==> src/rtl/mem_access_ctrl.sv <==
// Request/ready bridge between the CPU access FSMs and a single-port synchronous RAM.
// Each rising edge of i_cpu_valid becomes one single-cycle RAM strobe; read data is captured after RD_LAT.
module mem_access_ctrl #(
    parameter int DWIDTH = 32,
    parameter int AWIDTH = 8,
    parameter int RD_LAT = 1
) (
    input  logic              i_clk,
    input  logic              i_rst_n,
    input  logic              i_cpu_valid,
    input  logic              i_cpu_rw,
    input  logic [AWIDTH-1:0] i_cpu_addr,
    input  logic [DWIDTH-1:0] i_cpu_wdata,
    output logic [DWIDTH-1:0] o_cpu_rdata,
    output logic              o_cpu_ready,
    output logic              o_overrun,
    output logic [AWIDTH-1:0] o_ram_addr,
    output logic [DWIDTH-1:0] o_ram_wdata,
    output logic              o_ram_rd_en,
    output logic              o_ram_wr_en,
    input  logic [DWIDTH-1:0] i_ram_rdata
);

    typedef enum logic [2:0] {
        IDLE,
        DONE,
        WRITE,
        READ,
        RWAIT
    } stateType;

    localparam logic [2:0] LAT_LOAD = 3'(RD_LAT);

    stateType          r_state;
    stateType          w_nextState;
    logic              r_validQ;
    logic [2:0]        r_count;
    logic [2:0]        w_nextCount;
    logic [DWIDTH-1:0] r_cpuRdata;
    logic [DWIDTH-1:0] w_nextCpuRdata;
    logic              r_cpuReady;
    logic              w_nextCpuReady;
    logic              r_overrun;
    logic              w_nextOverrun;
    logic [AWIDTH-1:0] r_ramAddr;
    logic [AWIDTH-1:0] w_nextRamAddr;
    logic [DWIDTH-1:0] r_ramWdata;
    logic [DWIDTH-1:0] w_nextRamWdata;
    logic              r_ramRdEn;
    logic              w_nextRamRdEn;
    logic              r_ramWrEn;
    logic              w_nextRamWrEn;
    logic              w_req;
    logic              w_canAccept;

    assign w_req       = i_cpu_valid & ~r_validQ;
    assign w_canAccept = (r_state == IDLE) || (r_state == DONE);

    // Strobes default low so each one lasts exactly the single cycle spent in WRITE or READ.
    always_comb begin
        w_nextState    = r_state;
        w_nextCount    = r_count;
        w_nextCpuRdata = r_cpuRdata;
        w_nextCpuReady = r_cpuReady;
        w_nextOverrun  = r_overrun | (w_req & ~w_canAccept);
        w_nextRamAddr  = r_ramAddr;
        w_nextRamWdata = r_ramWdata;
        w_nextRamRdEn  = 1'b0;
        w_nextRamWrEn  = 1'b0;
        case (r_state)
            IDLE, DONE: begin
                if (w_req) begin
                    w_nextRamAddr  = i_cpu_addr;
                    w_nextCpuReady = 1'b0;
                    if (i_cpu_rw) begin
                        w_nextRamRdEn = 1'b1;
                        w_nextState   = READ;
                    end else begin
                        w_nextRamWdata = i_cpu_wdata;
                        w_nextRamWrEn  = 1'b1;
                        w_nextState    = WRITE;
                    end
                end
            end
            WRITE: begin
                w_nextCpuReady = 1'b1;
                w_nextState    = DONE;
            end
            READ: begin
                w_nextCount = LAT_LOAD;
                w_nextState = RWAIT;
            end
            RWAIT: begin
                if (r_count == 3'd1) begin
                    w_nextCpuRdata = i_ram_rdata;
                    w_nextCpuReady = 1'b1;
                    w_nextState    = DONE;
                end else begin
                    w_nextCount = r_count - 3'd1;
                end
            end
            default: begin
                w_nextState = IDLE;
            end
        endcase
    end

    always_ff @(posedge i_clk or negedge i_rst_n) begin
        if (!i_rst_n) begin
            r_state    <= IDLE;
            r_validQ   <= 1'b0;
            r_count    <= 3'd0;
            r_cpuRdata <= '0;
            r_cpuReady <= 1'b0;
            r_overrun  <= 1'b0;
            r_ramAddr  <= '0;
            r_ramWdata <= '0;
            r_ramRdEn  <= 1'b0;
            r_ramWrEn  <= 1'b0;
        end else begin
            r_state    <= w_nextState;
            r_validQ   <= i_cpu_valid;
            r_count    <= w_nextCount;
            r_cpuRdata <= w_nextCpuRdata;
            r_cpuReady <= w_nextCpuReady;
            r_overrun  <= w_nextOverrun;
            r_ramAddr  <= w_nextRamAddr;
            r_ramWdata <= w_nextRamWdata;
            r_ramRdEn  <= w_nextRamRdEn;
            r_ramWrEn  <= w_nextRamWrEn;
        end
    end

    assign o_cpu_rdata = r_cpuRdata;
    assign o_cpu_ready = r_cpuReady;
    assign o_overrun   = r_overrun;
    assign o_ram_addr  = r_ramAddr;
    assign o_ram_wdata = r_ramWdata;
    assign o_ram_rd_en = r_ramRdEn;
    assign o_ram_wr_en = r_ramWrEn;

endmodule

==> config.mk <==
export PLATFORM = sky130hd
export DESIGN_NAME = mem_access_ctrl
export DESIGN_NICKNAME = d
export VERILOG_FILES = /design/src/rtl/mem_access_ctrl.sv
export SDC_FILE = /design/constraint.sdc
export NUM_CORES = 1
export LEC_CHECK = 0
export ABC_AREA = 1
export CAP_MARGIN = 20
export CORE_MARGIN = 10
export CORE_UTILIZATION = 44
export CTS_CLUSTER_SIZE = 40
export DETAILED_ROUTE_END_ITERATION = 7
export GPL_TIMING_DRIVEN = 0
export PLACE_DENSITY = 0.84
export SLEW_MARGIN = 40
export SYNTH_ARGS = -nofsm -noshare
export SYNTH_HDL_FRONTEND = slang
export SYNTH_SLANG_ARGS = --single-unit
==> constraint.sdc <==
create_clock -name i_clk -period 2.4 [get_ports i_clk]
set_clock_uncertainty 0.15 [all_clocks]
set_input_delay 0.24 -clock i_clk [delete_from_list [all_inputs] [get_ports i_clk]]
set_output_delay 0.24 -clock i_clk [all_outputs]
set_load 0.005 [all_outputs]
==> metrics.csv <==
metric;value;unit
Clock Power Share;20.7;%
clock root buffer;clkbuf_8;
Critical Path AT;1240;ps
Mapped Cells;359;
Combinational Power Share;38.1;%
Rows;31;
VDD IR-drop max;522.3;µV
number of global-route vias before repair;3021;
CTS max path bufs;2;
final RePlAce weighted congestion;0.7566;
Slew headroom;76.10;%
final setup violation count;0;
global route overflow;0;
DRC violations left;0;
Initial Util;45.61;%
hold slack;222.9;ps
Final Net Count;601;
Syn Nets;437;
Critical Path Start Type;flip-flop;
filler cell count;538;
Total Wirelength;9256;µm
CTS tree;yes;
crit path kind;reg2out;
worst reg-to-reg setup slack;870;ps
diode count;0;
clock transition at the registers of the reported paths;80;ps
Synthesis Warnings;0;
Worst Reg-to-Reg Cells;6;
H-tree depth;3;
GRT Util Overall;16.15;%
hold path startpoint;i_cpu_valid;
cell depth of the worst hold path;1;
LEAKAGE;2.630;nW
top cells by area, synth;dfrtp_1 62%, nand2_1 19%, inv_1 4.4%, o21ai_1 3.6%, buf_6 3.0%;
number of max-cap violations;0;
layout cells sized above 1;8.729;%
via count;2843;
first-pass GRT wire length;15060;µm
Cell variety after synth;21;
Top-Level Pins;152;
Sequential cell area;2077;µm²
mean post-synth cell area;9.313;µm²
PostCTS Resize Cnt;0;
Sink Count;83;
Setup Buffers After CTS;0;
power per cell area;1019;nW/µm²
Seq/Total Area, Yosys;62.13;%
outcome;finished clean;
FF+latch count, synth;83;
Via-to-Cell Ratio;4.542;
area leader, netlist;dfrtp_1;
DRT iter0 DRCs;163;
footprint of the multi-input gates;979.7;µm²
largest net degree at the start of global routing;48;
delay-heaviest family, CP;buffers and inverters;
Die ar.;11480;µm²
worst path bufs/invs;1;
Layout Utilization;71.51;%
slew of the pin with the lowest slew margin;358.6;ps
CP peak stage delay;550;ps
core outline area;7331;µm²
crit-path cells;clkdlybuf4s50_1;
Flop pwr share;41.2;%
Tcrit/Tclk final;67.87;%
slowest CP cell;clkdlybuf4s50_1;
Detail Placement HPWL;7253;µm
Hold Vio Cnt, Final;0;
Worst setup EP type;output port;
commonest non-fill, non-tap cells in the layout;168 x nand2_1, 150 x clkdlybuf4s50_1, 83 x dfrtp_1, 39 x inv_1, 24 x o21ai_1;
Post-Syn Area;3343;µm²
Final min period;1629;ps
post-route ant nets;0;
Die Span Y;107.2;µm
area grow syn2layout;56.81;%
router iterations before antenna repair;4;
initial antenna violation count;0;
worst hold endpoint;r_validQ;
Die Wd;107.2;µm
switching part of the total;28.71;%
post-synth top area share;62.13;%
Power Internal;3.809;mW
Reg-to-Reg Start;r_count[1];
net switching power;1.534;mW
Max Slew Vio Count;0;
cts bufs inserted;9;
reg2reg end;o_cpu_rdata[19];
clock latency on the worst-skew pair;330;ps
unrepaired setup endpoints after global routing;no;
Hold WC Path Type;in2reg;
WL per Instance;14.79;µm
FMAX;613.9;MHz
Max Fanout on Critical Path;2;
IO buf count;151;
commonest non-fill, non-tap cell in the layout;nand2_1;
Worst EP required;2010;ps
[synthesized netlist by cell type]
cell and count:
nor2_4 2, xnor2_1 1, o21bai_1 1, nand3b_1 1
nor2_2 1, inv_2 2, nand4_4 1, o21ai_2 8
buf_6 9, buf_4 2, nand2_4 1, inv_4 1
nand2_1 168, dfrtp_1 83, ha_1 2, inv_1 39
o21ai_1 24, buf_2 2, o21ai_0 1, nor2_1 5
nand3_1 5
[cells by family after synthesis]
logic type	share of synthesized area, %
simple gates	22.23
xor+xnor	0.2620
buf+inv	8.571
compound gates	6.063
fa+ha+maj	0.7484
flops	62.13
[power groups by stage]
stage	Sequential [mW]	Clock, mW	Combinational (mW)
4_1_cts	2.20	1.13	2.08
2_1_floorplan	2.26	0	0.640
3_5_place_dp	2.22	0	2.07
6_report	2.20	1.11	2.03
3_3_place_gp	2.20	0	2.00
5_1_grt	2.27	1.20	2.24
[registers in the layout, indices dropped and copies added (netlist names)]
name,count
o_ram_wdata,32
r_state,3
o_cpu_rdata,32
r_validQ,1
o_ram_wr_en,1
o_overrun,1
o_ram_addr,8
o_ram_rd_en,1
o_cpu_ready,1
r_count,3
[layout make-up]
type,count,area share (%)
sequential,83,39.62
clock inverter,4,1.408
buffer,13,2.410
timing repair buffer,153,29.57
clock buffer,11,2.888
multi-input combinational,221,18.69
inverter,42,3.055
tap,99,2.363
[stage by stage]
stage	setup TNS (ps)	instances	total power, mW	area [µm²]	setup WS (ps)
final	0	626	5.342	5243	771.1
after global routing	0	626	5.707	5243	719.2
after CTS	0	626	5.416	5243	750.7
after detailed placement	0	610	4.291	5007	676.7
after global placement	-158970	609	4.200	4979	-1921
after floorplan	0	359	2.898	3343	1021
[worst reg2reg max path, delay by kind of cell (launching register included)]
family,cells,cell delay (ps)
buffers and inverters,2,300
and+or+nand+nor,2,290
adders and majority gates,1,210
DFF,1,380
AOI/OAI and AO/OA,1,70
[layer usage]
metal	vias to the layer above	wire length [µm]	track usage [%]
li1	1412	-	-
met1	1310	3796	18.73
met4	0	120	4.062
met2	113	4309	26.31
met3	8	1030	7.665
met5	-	0	0
[worst max-delay path by stage]
| stage | start | end | slack, ps | depth (start not counted) |
|---|---|---|---|---|
| detailed placement | i_cpu_valid | o_ram_wdata[12] | 680 | 7 |
| global placement | i_rst_n | o_ram_wdata[15] | -1920 | 1 |
| floorplan | r_count[1] | o_cpu_rdata[23] | 1020 | 6 |
| finish | o_ram_wdata[31] | o_ram_wdata[31] | 770 | 1 |
| CTS | o_ram_wdata[13] | o_ram_wdata[13] | 750 | 1 |
| global route | o_cpu_rdata[25] | o_cpu_rdata[25] | 720 | 1 |
[repair_timing]
item / CTS / global route
hold buffers: 1 / 0
endpoints found under the hold margin: 41 / 0
setup endpoints to repair: 0 / 0
No activity file was read; power rests on OpenSTA's default activity.
